===== config.mk =====
export PLATFORM = sky130hd
export DESIGN_NAME = acc_core_fsm_flat
export DESIGN_NICKNAME = d
export VERILOG_FILES = /design/src/rtl/acc_core_fsm_if.sv /design/src/rtl/acc_core_fsm.sv /design/src/flat_wrapper.sv
export SDC_FILE = /design/constraint.sdc
export NUM_CORES = 1
export LEC_CHECK = 0
export BUFFER_PORTS_ARGS = -buffer_cell sky130_fd_sc_hd__buf_4
export CAP_MARGIN = 20
export CORE_ASPECT_RATIO = 1.1
export CORE_MARGIN = 3
export CORE_UTILIZATION = 45
export CTS_CLUSTER_DIAMETER = 60
export DETAILED_ROUTE_END_ITERATION = 16
export PLACE_DENSITY = 0.69
export SLEW_MARGIN = 30
export SYNTH_ARGS = -nofsm -noshare
export SYNTH_HDL_FRONTEND = slang
export SYNTH_SLANG_ARGS = --single-unit
export TNS_END_PERCENT = 5

===== constraint.sdc =====
create_clock -name clk -period 5.7 [get_ports clk]
set_clock_uncertainty 0.1 [all_clocks]
set_input_delay 0.285 -clock clk [delete_from_list [all_inputs] [get_ports clk]]
set_output_delay 0.285 -clock clk [all_outputs]
set_load 0.02 [all_outputs]

===== src/rtl/acc_core_fsm_if.sv =====
// acc_core_fsm_if: memory req/ack bus and word I/O valid/ready ports of the accumulator core
interface acc_core_fsm_if #(
  parameter int DATA_W = 16,
  parameter int ADDR_W = 12
);
  logic              mem_req;
  logic              mem_we;
  logic [ADDR_W-1:0] mem_addr;
  logic [DATA_W-1:0] mem_wdata;
  logic [DATA_W-1:0] mem_rdata;
  logic              mem_ack;
  logic [DATA_W-1:0] in_data;
  logic              in_valid;
  logic              in_ready;
  logic [DATA_W-1:0] out_data;
  logic              out_valid;
  logic              out_ready;
  modport master (
    output mem_req, mem_we, mem_addr, mem_wdata, in_ready, out_data, out_valid,
    input  mem_rdata, mem_ack, in_data, in_valid, out_ready
  );
  modport slave (
    input  mem_req, mem_we, mem_addr, mem_wdata, in_ready, out_data, out_valid,
    output mem_rdata, mem_ack, in_data, in_valid, out_ready
  );
endinterface


===== src/rtl/acc_core_fsm.sv =====
// acc_core_fsm: multicycle fetch-decode-execute accumulator core; ACC_OVF_FLAG_EN adds a sticky signed-overflow flag
module acc_core_fsm #(
  parameter int          DATA_W   = 16,
  parameter int          ADDR_W   = 12,
  parameter int unsigned RESET_PC = 0
) (
  input  logic              clk,
  input  logic              reset,
  acc_core_fsm_if.master    bus,
  output logic [ADDR_W-1:0] pc,
  output logic [DATA_W-1:0] ac,
  output logic              halted,
  output logic              illegal
`ifdef ACC_OVF_FLAG_EN
  ,
  output logic              ovf
`endif
);
  typedef enum logic [3:0] {FETCH, DECODE, RD_IND, RD_OP, EXEC, WR, IO_IN, IO_OUT, HALT} state_t;
  state_t            state_q, state_d;
  logic [ADDR_W-1:0] pc_q, pc_d, mar_q, mar_d;
  logic [DATA_W-1:0] ac_q, ac_d, mbr_q, mbr_d, ir_q, ir_d, out_q, out_d;
  logic              ill_q, ill_d;
`ifdef ACC_OVF_FLAG_EN
  logic              ovf_q, ovf_d;
`endif
  logic [3:0]        op;
  logic [ADDR_W-1:0] addr;
  logic [1:0]        cond;
  logic              skip;
  logic [DATA_W-1:0] sum, dif;
  logic              unused_ir;
  assign op        = ir_q[DATA_W-1 -: 4];
  assign addr      = ir_q[ADDR_W-1:0];
  assign cond      = ir_q[ADDR_W-1 -: 2];
  assign unused_ir = ^ir_q;
  assign sum       = ac_q + mbr_q;
  assign dif       = ac_q - mbr_q;
  assign skip      = cond == 2'b00 ? ac_q[DATA_W-1] :
                     cond == 2'b01 ? ac_q == '0 :
                     cond == 2'b10 ? !ac_q[DATA_W-1] && ac_q != '0 : 1'b0;
  // state and architectural registers
  always_ff @(posedge clk or negedge reset) begin
    if (!reset) begin
      state_q <= FETCH;
      pc_q    <= ADDR_W'(RESET_PC);
      ac_q    <= '0;
      mar_q   <= '0;
      mbr_q   <= '0;
      ir_q    <= '0;
      out_q   <= '0;
      ill_q   <= 1'b0;
`ifdef ACC_OVF_FLAG_EN
      ovf_q   <= 1'b0;
`endif
    end else begin
      state_q <= state_d;
      pc_q    <= pc_d;
      ac_q    <= ac_d;
      mar_q   <= mar_d;
      mbr_q   <= mbr_d;
      ir_q    <= ir_d;
      out_q   <= out_d;
      ill_q   <= ill_d;
`ifdef ACC_OVF_FLAG_EN
      ovf_q   <= ovf_d;
`endif
    end
  end
  // next state and register updates; acks only matter in states that drive mem_req
  always_comb begin
    state_d = state_q;
    pc_d    = pc_q;
    ac_d    = ac_q;
    mar_d   = mar_q;
    mbr_d   = mbr_q;
    ir_d    = ir_q;
    out_d   = out_q;
    ill_d   = ill_q;
`ifdef ACC_OVF_FLAG_EN
    ovf_d   = ovf_q;
`endif
    case (state_q)
      FETCH: if (bus.mem_ack) begin
        ir_d    = bus.mem_rdata;
        pc_d    = pc_q + 1'b1;
        state_d = DECODE;
      end
      DECODE: begin
        mar_d = addr;
        case (op)
          4'h0: begin mbr_d = DATA_W'(pc_q); state_d = WR; end
          4'h1, 4'h3, 4'h4, 4'hD: state_d = RD_OP;
          4'h2: begin mbr_d = ac_q; state_d = WR; end
          4'h5: state_d = IO_IN;
          4'h6: begin out_d = ac_q; state_d = IO_OUT; end
          4'h7: state_d = HALT;
          4'h8: begin pc_d = skip ? pc_q + 1'b1 : pc_q; state_d = FETCH; end
          4'h9: begin pc_d = addr; state_d = FETCH; end
          4'hA: begin
            ac_d    = '0;
`ifdef ACC_OVF_FLAG_EN
            ovf_d   = 1'b0;
`endif
            state_d = FETCH;
          end
          4'hB, 4'hC: state_d = RD_IND;
          default: begin ill_d = 1'b1; state_d = HALT; end
        endcase
      end
      RD_IND: if (bus.mem_ack) begin
        pc_d    = op == 4'hC ? bus.mem_rdata[ADDR_W-1:0] : pc_q;
        mar_d   = op == 4'hC ? mar_q : bus.mem_rdata[ADDR_W-1:0];
        state_d = op == 4'hC ? FETCH : RD_OP;
      end
      RD_OP: if (bus.mem_ack) begin
        mbr_d   = bus.mem_rdata;
        state_d = EXEC;
      end
      EXEC: begin
        ac_d    = op == 4'h1 ? mbr_q : op == 4'h4 ? dif : op == 4'hD ? ac_q & mbr_q : sum;
`ifdef ACC_OVF_FLAG_EN
        if ((op == 4'h3 || op == 4'hB) && ac_q[DATA_W-1] == mbr_q[DATA_W-1] && sum[DATA_W-1] != ac_q[DATA_W-1])
          ovf_d = 1'b1;
        if (op == 4'h4 && ac_q[DATA_W-1] != mbr_q[DATA_W-1] && dif[DATA_W-1] != ac_q[DATA_W-1])
          ovf_d = 1'b1;
`endif
        state_d = FETCH;
      end
      WR: if (bus.mem_ack) begin
        pc_d    = op == 4'h0 ? mar_q + 1'b1 : pc_q;
        state_d = FETCH;
      end
      IO_IN: if (bus.in_valid) begin
        ac_d    = bus.in_data;
        state_d = FETCH;
      end
      IO_OUT: if (bus.out_ready) state_d = FETCH;
      default: ;
    endcase
  end
  // strobes and visible state; mem_req is gated by reset so it drops the instant reset asserts
  always_comb begin
    bus.mem_req   = reset && (state_q == FETCH || state_q == RD_IND || state_q == RD_OP || state_q == WR);
    bus.mem_we    = state_q == WR;
    bus.mem_addr  = state_q == FETCH ? pc_q : mar_q;
    bus.mem_wdata = mbr_q;
    bus.in_ready  = state_q == IO_IN;
    bus.out_valid = state_q == IO_OUT;
    bus.out_data  = out_q;
    halted        = state_q == HALT;
    pc            = pc_q;
    ac            = ac_q;
    illegal       = ill_q;
`ifdef ACC_OVF_FLAG_EN
    ovf           = ovf_q;
`endif
  end
endmodule

===== src/flat_wrapper.sv =====
// flat-port wrapper written by rule: the top's interface ports become plain ports
module acc_core_fsm_flat 
#(
  parameter int          DATA_W   = 16,
  parameter int          ADDR_W   = 12,
  parameter int unsigned RESET_PC = 0
)
  (clk, reset, pc, ac, halted, illegal, bus_mem_req, bus_mem_we, bus_mem_addr, bus_mem_wdata, bus_in_ready, bus_out_data, bus_out_valid, bus_mem_rdata, bus_mem_ack, bus_in_data, bus_in_valid, bus_out_ready);
  acc_core_fsm_if #(.DATA_W(DATA_W), .ADDR_W(ADDR_W)) bus_i ();
  input  logic clk;
  input  logic reset;
  output logic [ADDR_W-1:0] pc;
  output logic [DATA_W-1:0] ac;
  output logic halted;
  output logic illegal;
  output wire logic [$bits(bus_i.mem_req)-1:0] bus_mem_req;
  output wire logic [$bits(bus_i.mem_we)-1:0] bus_mem_we;
  output wire logic [$bits(bus_i.mem_addr)-1:0] bus_mem_addr;
  output wire logic [$bits(bus_i.mem_wdata)-1:0] bus_mem_wdata;
  output wire logic [$bits(bus_i.in_ready)-1:0] bus_in_ready;
  output wire logic [$bits(bus_i.out_data)-1:0] bus_out_data;
  output wire logic [$bits(bus_i.out_valid)-1:0] bus_out_valid;
  input wire logic [$bits(bus_i.mem_rdata)-1:0] bus_mem_rdata;
  input wire logic [$bits(bus_i.mem_ack)-1:0] bus_mem_ack;
  input wire logic [$bits(bus_i.in_data)-1:0] bus_in_data;
  input wire logic [$bits(bus_i.in_valid)-1:0] bus_in_valid;
  input wire logic [$bits(bus_i.out_ready)-1:0] bus_out_ready;
  assign bus_mem_req = bus_i.mem_req;
  assign bus_mem_we = bus_i.mem_we;
  assign bus_mem_addr = bus_i.mem_addr;
  assign bus_mem_wdata = bus_i.mem_wdata;
  assign bus_in_ready = bus_i.in_ready;
  assign bus_out_data = bus_i.out_data;
  assign bus_out_valid = bus_i.out_valid;
  assign bus_i.mem_rdata = bus_mem_rdata;
  assign bus_i.mem_ack = bus_mem_ack;
  assign bus_i.in_data = bus_in_data;
  assign bus_i.in_valid = bus_in_valid;
  assign bus_i.out_ready = bus_out_ready;
  acc_core_fsm #(.DATA_W(DATA_W), .ADDR_W(ADDR_W), .RESET_PC(RESET_PC)) u_core (.clk(clk), .reset(reset), .bus(bus_i), .pc(pc), .ac(ac), .halted(halted), .illegal(illegal));
endmodule

Yosys cells after proc, flatten, opt, wreduce, memory -nomap -nowiden
Index checks and enable logic that the tools add are counted.
{"block": "totals", "reg_bits": 93, "out_inout_bits": 78}
{"block": "op_classes", "addsub": 4, "n_eq_ne": 36, "n_mux": 33, "bitwise_logic": 2, "reduce_logical": 29}
{"cell": "$mux W12", "count": 9}
{"cell": "$mux W16", "count": 6}
{"cell": "$pmux W16 S2", "count": 2}
{"cell": "$pmux W12 S2", "count": 2}
{"cell": "$pmux W12 S4", "count": 1}
{"cell": "$pmux W16 S3", "count": 1}
{"cell": "$eq A4 B3 Y1 const B", "count": 8}
{"cell": "$pmux W4 S8", "count": 1}
{"cell": "$eq A4 B4 Y1 const B", "count": 7}
{"cell": "$add A12 B1 Y12 const B", "count": 2}
{"cell": "$mux W4", "count": 6}
{"cell": "$pmux W4 S6", "count": 1}
{"cell": "$add A16 B16 Y16", "count": 1}
{"cell": "$and A16 B16 Y16", "count": 1}
{"cell": "$eq A4 B2 Y1 const B", "count": 4}
{"cell": "$logic_not A16 Y1", "count": 1}
{"cell": "$reduce_bool A16 Y1", "count": 1}
{"cell": "$sub A16 B16 Y16", "count": 1}
{"cell": "$reduce_or A14 Y1", "count": 1}
{"cell": "$ne A2 B1 Y1 const B", "count": 6}
{"cell": "$reduce_and A3 Y1", "count": 3}
{"cell": "$eq A4 B1 Y1 const B", "count": 2}
{"cell": "$logic_not A4 Y1", "count": 2}
{"cell": "$ne A2 B2 Y1 const B", "count": 4}
{"cell": "other kinds (21)", "count": 31}

Logic depth before layout (Yosys ltp)
Gate-level depths: netlist (run 1).
{"block": "depth", "ltp_word": 8, "ltp_mapped": 10, "mapped_depth_nobuf": 10}

Least setup slack after synthesis (run 1)
No wires, ideal clock.
{"block": "synth_timing", "path_kind": "register to register", "startpoint": "reg u_core.ac_q[0] (netlist: u_core.ac[0])", "endpoint": "reg u_core.ac_q[8] (netlist: u_core.ac[8])", "setup_time_ps": 142, "arrival_ps": 2531, "path_slack_ps": 2926, "stages_incl_launch_ff": 11, "n_path_buf": 0, "synth_period_minus_slack_ps": 2774, "cell_sequence": "dfrtp_1 -> ha_1 -> inv_1 -> fa_1 -> nor2_1 -> o311ai_1 -> a211o_1 -> and2_1 -> a221o_1 -> a221oi_1 -> o221ai_1"}
{"block": "synth_via", "elab_chain_len": 5, "elab_cells_between_ends": 6, "cone_classes": "2 x add/sub; 4 x mux"}
{"item": "start, declared", "line": "acc_core_fsm.sv:22", "rtl": "logic [DATA_W-1:0] ac_q, ac_d, mbr_q, mbr_d, ir_q, ir_d, out_q, out_d;"}
{"item": "start signal, assigned", "line": "acc_core_fsm.sv:47", "rtl": "ac_q <= '0;"}
{"item": "start signal, assigned", "line": "acc_core_fsm.sv:59", "rtl": "ac_q <= ac_d;"}
{"item": "$add A16 B16 Y16", "line": "acc_core_fsm.sv:37", "rtl": "assign sum = ac_q + mbr_q;"}
{"item": "$mux W16", "line": "acc_core_fsm.sv:121", "rtl": "ac_d = op == 4'h1 ? mbr_q : op == 4'h4 ? dif : op == 4'hD ? ac_q & mbr_q : sum;"}
{"item": "$mux W16 (*) (2 in series)", "line": "acc_core_fsm.sv:121"}
{"item": "$pmux W16 S3 (*)", "line": "acc_core_fsm.sv:83", "rtl": "case (state_q)"}
Mark *: on every way between the ends. The rest lies on a longest branch, timed or not.
A chain may end at the register's enable or synchronous reset.

Final worst setup path (run 1)
Same ends and word-level chain as after synthesis.

==> impl_metrics.json, run 1 <==
{
  "status": "complete, no violations",
  "antenna_left": 0,
  "die_w_um": 128,
  "synth_common_cells": "dfrtp_1, nand2_1, o21ai_0",
  "ys.flop_type": "dfrtp_1",
  "grt_pass1_vias": 6744,
  "final_net_count": 1008,
  "switchingPower_uw": 2860,
  "via_per_inst": 6.23,
  "drive_gt1_frac": 0.222,
  "placementRows": 48,
  "max-cap-violations": 0,
  "die_h_um": 141,
  "remaining_drc_errors": 0,
  "fin_tns_setup_ns": 0,
  "rsz0062_at_grt": "false",
  "cp-start-kind": "register",
  "n_antenna_cell": 0,
  "synth-edff-count": 0,
  "post_cts_buffers": 0,
  "synth_top_area_cell": "dfrtp_1",
  "vdd_drop_max_uv": 295,
  "grt_first_pass_wirelength_um": 37000,
  "cts_root_buffer": "clkbuf_16",
  "synth_most_common_cell": "dfrtp_1",
  "combPwrFrac": 0.614,
  "hpwl_um": 17000,
  "synthTopCellsByArea": "dfrtp_1, mux2_2, ha_1",
  "numCtsBuffers": 9,
  "critPathArrivalTime_ns": 3.16,
  "synth-seq-cells": 93,
  "crit_path_end_kind": "register",
  "yosysWarningCount": 0,
  "synth_nets": 931,
  "crit_fanout": 6,
  "die_area_um2": 18000,
  "hold_class": "input port to register",
  "dp_cells": 1124,
  "internal_power_uw": 2830,
  "clkSinkCount": 93,
  "wl_per_cell_um": 20.7,
  "overflow": 0,
  "syn_area_um2": 7410,
  "power_leakage_uw": 0.00371,
  "required_ns": 5.82,
  "gp_congestion": 0.977,
  "timing.fmax_mhz": 328,
  "relSlewSlack": 0.317,
  "start_util": 0.466,
  "p_sw_frac": 0.503,
  "finalNonFillerCells": 1141,
  "clkPwrFrac": 0.113,
  "grt_usage": 0.258,
  "port_buffers": 114,
  "fp.coreArea_um2": 15900,
  "drtIter0Drc": 713,
  "synth_area_per_cell_um2": 8.63,
  "fin_crit_ns": 3.04,
  "dr.pass1.iters": 6,
  "insertion_delay_ns": 0.35,
  "p_seq_frac": 0.273,
  "path_clk_slew_ns": 0.07,
  "vias": 7114,
  "async_flop_share": 1.00,
  "nFillCells": 1477,
  "p_total_uw": 5690,
  "synth_cells": 859,
  "crit_type": "register to register",
  "slew_violations": 0,
  "wirelength_um": 23600,
  "ys_types": 85,
  "cts_tree": "built",
  "yosysTopAreaCellShare": 0.314,
  "yosysSeqAreaShare": 0.314,
  "grt_max_degree": 57,
  "setup_viol": 0,
  "tightestPinTransition_ns": 1.02,
  "syn2layout_area_growth_pct": 16.4,
  "fin_crit_sh": 0.534,
  "htreeDepth": 3,
  "io_pins": 115,
  "antenna_found_initial": 0,
  "cts_max_path_buffers": 2,
  "hold_viol_final": 0,
  "powerDensity_nw_per_um2": 660
}
==> area by class of cell <==
type	instances	area (um^2)	share of cell area
clock buffers	12	256	0.0297
clock inverters	4	55.1	0.00639
inverters	34	130	0.0151
multi-input cells	674	4670	0.542
flip-flops and latches	93	2330	0.270
well taps	200	250	0.0290
repair buffers	124	933	0.108
==> routing by layer <==
layer  wire (um)  GRT usage
met4         576     0.0922
met3        1790     0.0504
met1        9850      0.343
met2       11300      0.420
met5           0          0
==> final timing paths <==
| check | start | to | slack [ns] | cells after the start |
|---|---|---|---|---|
| max | u_core.ac[0] | u_core.ac[8] | 2.66 | 10 |
| min | bus_in_data[8] | u_core.ac[8] | 0.07 | 3 |
| max reg2reg | u_core.ac[0] | u_core.ac[8] | 2.66 | 10 |
| min reg2reg | u_core.bus.out_data[7] | u_core.bus.out_data[7] | 0.40 | 1 |
| max in group asynchronous | reset | u_core.bus.mem_wdata[5] | 3.97 | 3 |
| min in group asynchronous | reset | u_core.pc[8] | 0.33 | 2 |
==> cells by family (layout without fill, tap and decap cells) <==
| group | count (synthesis) | in the layout | synth area share |
|---|---|---|---|
| mux | 72 | 72 | 0.105 |
| compound gates | 269 | 269 | 0.244 |
| xor+xnor | 17 | 17 | 0.0201 |
| simple gates | 281 | 281 | 0.197 |
| flops | 93 | 93 | 0.314 |
| fa+ha+maj | 35 | 35 | 0.0611 |
| buf+inv | 92 | 174 | 0.0591 |
==> placed cells by master, fill, tap and decap left out, types with 5 or more instances in the layout <==
cell type | netlist | layout
a211oi_1 | 9 | 9
a21oi_1 | 59 | 59
a221o_1 | 6 | 6
a221oi_1 | 8 | 8
a222oi_1 | 6 | 6
a22o_1 | 10 | 10
a22oi_1 | 5 | 5
a31oi_1 | 15 | 15
and3_1 | 20 | 19
buf_4 | 6 | 123
clkbuf_16 | 0 | 9
dfrtp_1 | 93 | 93
ha_1 | 33 | 33
inv_1 | 33 | 33
mux2_1 | 5 | 5
mux2_2 | 40 | 40
mux2i_1 | 27 | 27
nand2_1 | 86 | 86
nand2b_1 | 28 | 28
nand3_1 | 27 | 27
nand3b_1 | 5 | 5
nor2_1 | 48 | 48
nor2b_1 | 8 | 8
nor3_1 | 11 | 11
nor4_1 | 9 | 9
o2111ai_1 | 5 | 5
o211ai_1 | 7 | 7
o21a_1 | 6 | 6
o21ai_0 | 70 | 70
o221ai_1 | 9 | 9
o31ai_1 | 7 | 7
or2_2 | 5 | 5
xnor2_1 | 11 | 11
xor2_1 | 6 | 6
==> power by group through the flow <==
stage | registers [uW] | clock network [uW] | logic [uW]
final | 1560 | 643 | 3490
after global routing | 1620 | 680 | 3800
after CTS | 1540 | 656 | 3450
after detailed placement | 1550 | 0 | 3430
after global placement | 1540 | 0 | 3410
after floorplan | 1510 | 0 | 2400
==> stage by stage <==
step / instance area (um^2) / utilization / hold WS [ns] / worst slack [ns]
4_1_cts: 8620 / 0.542 / 0.0598 / 2.70
2_1_floorplan: 7410 / - / -0.111 / 2.93
5_1_grt: 8620 / 0.542 / 0.0917 / 2.51
3_5_place_dp: 8300 / 0.521 / 0.186 / 2.72
3_3_place_gp: 8300 / 0.521 / 0.191 / 2.78
6_report: 8620 / 0.542 / 0.0710 / 2.66
==> registers in the layout, summed over array words and instances, names as in the netlist <==
name	flops
u_core.bus.mem_wdata	16
u_core.bus.out_data	16
u_core.illegal	1
u_core.ir_q	16
u_core.mar_q	12
u_core.pc	12
u_core.ac	16
u_core.state_q	4
==> timing repair <==
| action | CTS | global route |
|---|---|---|
| hold endpoints to repair | 37 | 0 |
| gates resized for setup | 0 | 0 |
| hold buffers | 1 | 0 |
==> critical path, stage by stage (launching register included) <==
cell      delay (ns)
dfrtp_1         0.50
ha_1            0.24
inv_1           0.06
fa_1            0.41
nor2_1          0.16
o311ai_1        0.14
a211o_1         0.35
and2_1          0.20
a221o_1         0.30
a221oi_1        0.28
o221ai_1        0.16
Note: power is estimated with default switching activity, not from simulation.
==> run 2, diff against run 1 <==
Settings changed: ABC_AREA from default to 1.
Clock period 5.7 ns to 2.9 ns, I/O delays scaled along.
==> run 2 against run 1 <==
Effect of this change:
- flip-flop and latch count unchanged
- register-to-register slack worse by 2.3 ns
- maximum frequency increased by 19%
- sequential share of layout area shrank 1.2 points
- core utilization rose by 2.3 points
- non-clock buffer count rose by 28
- critical path depth up 3
- cell count increased by 29%
- power down 45%
==> impl_metrics.json, run 2 <==
{
  "reg2regPathDepth": 13,
  "final_common_cell": "nand2_1",
  "relSlewSlack": 0.540,
  "drive_gt1_frac": 0.130,
  "final_net_count": 1340,
  "cp_cell_sequence": "ha_1 > nand2_1 > o21ai_0 > nand2_1 > nand2_1 > nand2_1 > nand2_1 > nand2_1 > nand3_1 > nand2_1 > nand2_1 > nand2_1 > a21boi_0",
  "wirelength_um": 26600,
  "dp_cells": 1438,
  "reg2reg_from": "u_core.ac[2]",
  "overflow": 0,
  "remaining_drc_errors": 0,
  "critPathArrivalTime_ns": 2.73,
  "power_leakage_uw": 0.00461,
  "p_seq_frac": 0.434,
  "start_util": 0.467,
  "synth-edff-count": 0,
  "fin_crit_ns": 2.56,
  "fin_crit_sh": 0.883,
  "required_ns": 3.07,
  "synth_most_common_cell": "nand2_1",
  "vdd_drop_max_uv": 263,
  "worstHoldEndpoint": "u_core.ac[3]",
  "htreeDepth": 3,
  "gp_congestion": 1.01,
  "cts_tree": "built",
  "wl_per_cell_um": 18.0,
  "p_total_uw": 3100,
  "placementRows": 48,
  "yosysSeqAreaShare": 0.312,
  "regArea_um2": 2330,
  "dr.pass1.iters": 5,
  "p_sw_frac": 0.284,
  "yosysWarningCount": 0,
  "cts_max_path_buffers": 2,
  "synth_cells": 1150,
  "rr_endpoint": "u_core.ac[9]",
  "port_buffers": 114,
  "fp.coreArea_um2": 16000,
  "switchingPower_uw": 883,
  "antenna_found_initial": 0,
  "crit_type": "register to register",
  "async_flop_share": 1.00,
  "max-cap-violations": 0,
  "layout_common_cells": "nand2_1, inv_1, o21ai_0, buf_4, dfrtp_1",
  "hold_class": "input port to register",
  "powerDensity_nw_per_um2": 344,
  "vias": 8173,
  "syn2layout_area_growth_pct": 20.9,
  "hold_ws_ns": 0.00153,
  "hold_viol_final": 0,
  "die_w_um": 129,
  "antenna_left": 0,
  "fin_tns_setup_ns": 0,
  "ys_types": 48,
  "post_cts_buffers": 0,
  "grt_first_pass_wirelength_um": 42400,
  "status": "complete, no violations",
  "rsz0062_at_grt": "false",
  "n_antenna_cell": 0,
  "tightestPinTransition_ns": 0.689,
  "hpwl_um": 20500,
  "yosysTopAreaCellShare": 0.312,
  "cp_slowest_cell": "ha_1",
  "hold_start": "bus_in_data[3]",
  "die_area_um2": 18200,
  "grt_usage": 0.296,
  "post-place-ws_ns": 0.434,
  "drtIter0Drc": 731,
  "critPathMaxStageDelay_ns": 0.49,
  "path_clk_slew_ns": 0.08,
  "cts_root_buffer": "clkbuf_16",
  "insertion_delay_ns": 0.36,
  "numCtsBuffers": 9,
  "grt_max_degree": 49,
  "crit_top_cell": "nand2_1",
  "finalNonFillerCells": 1473,
  "io_pins": 115,
  "synthTopCellsByArea": "dfrtp_1, nand2_1, o21ai_0",
  "synth-seq-cells": 93,
  "timing.fmax_mhz": 391,
  "syn_area_um2": 7470,
  "synth_common_cells": "nand2_1, inv_1, o21ai_0",
  "clkSinkCount": 93,
  "synth_nets": 1222,
  "via_per_inst": 5.55,
  "setup_viol": 0,
  "internal_power_uw": 2220,
  "clkPwrFrac": 0.412,
  "crit_path_end_kind": "register",
  "combPwrFrac": 0.153,
  "whs_path_depth": 3,
  "ys.flop_type": "dfrtp_1",
  "multi_input_area_um2": 4320,
  "rrSetupSlack_ns": 0.34,
  "crit_fanout": 8,
  "slew_violations": 0,
  "grt_pass1_vias": 7910,
  "synth_top_area_cell": "dfrtp_1",
  "cts_resized": 0,
  "die_h_um": 141,
  "synth_area_per_cell_um2": 6.49,
  "cp-start-kind": "register",
  "hold_buffers": 19,
  "setup_slack_ns": 0.340,
  "nFillCells": 1629
}
run 2: cell types whose count changed after synthesis, moves of 20 or more:
cell,before,now
nor2_1,48,77
nand2_1,86,319
inv_1,33,163
nand3_1,27,72
o21ai_0,70,145
nand2b_1,28,0
and3_1,20,0
mux2_2,40,1
mux2i_1,27,0
run 2: critical path: cells and delay by family, from the launching register on:
kind / cells / cell delay, ns
flip-flops: 1 / 0.47
AND/OR/NAND/NOR: 10 / 0.85
AO/OA/AOI/OAI: 2 / 0.54
adder cells (fa/ha/maj): 1 / 0.49
run 2: logic make-up (layout without fill, tap and decap cells):
kind of cell,Yosys count,after routing,share of synthesized area
and+or+nand+nor,509,509,0.284
AOI/OAI and AO/OA,284,284,0.215
buffers and inverters,213,336,0.110
DFF,93,93,0.312
adders and majority gates,35,35,0.0607
xor gates and xnor gates,15,15,0.0176
muxes,1,1,0.00151
run 2: power by group through the flow:
| stage | clock network (uW) | registers (uW) | logic [uW] |
|---|---|---|---|
| detailed placement | 0 | 1370 | 450 |
| global route | 1340 | 1350 | 530 |
| floorplan | 0 | 1390 | 243 |
| global placement | 0 | 1370 | 450 |
| CTS | 1290 | 1350 | 473 |
| finish | 1280 | 1350 | 476 |
run 2: metal layers:
| metal | up-vias | GRT usage | share of wire |
|---|---|---|---|
| li1 | 4017 | - | - |
| met3 | 37 | 0.0296 | 0.056 |
| met5 | - | 0 | 0 |
| met2 | 294 | 0.498 | 0.48 |
| met4 | 0 | 0.100 | 0.029 |
| met1 | 3825 | 0.397 | 0.43 |
run 2: per-stage QoR:
stage | cell area, um^2 | util
4_1_cts | 9030 | 0.565
3_5_place_dp | 8520 | 0.534
2_1_floorplan | 7470 | -
6_report | 9030 | 0.565
3_3_place_gp | 8520 | 0.534
5_1_grt | 9030 | 0.565
run 2: final cells by class:
class | count | share of cell area
Clock inverter | 4 | 0.00610
Multi-Input combinational cell | 844 | 0.478
Sequential cell | 93 | 0.258
Clock buffer | 12 | 0.0284
Timing Repair Buffer | 152 | 0.132
Tap cell | 200 | 0.0277
Inverter | 168 | 0.0699
run 2: how the worst max path moves through the flow:
stage	cells after the start	to	startpoint	slack, ns
floorplan	14	u_core.ac[14]	u_core.ac[0]	0.63
global placement	14	u_core.ac[8]	u_core.bus.mem_wdata[0]	0.46
detailed placement	13	u_core.ac[9]	u_core.ac[2]	0.43
CTS	13	u_core.ac[9]	u_core.ac[2]	0.39
global route	14	u_core.ac[8]	u_core.bus.mem_wdata[0]	0.15
finish	13	u_core.ac[9]	u_core.ac[2]	0.34
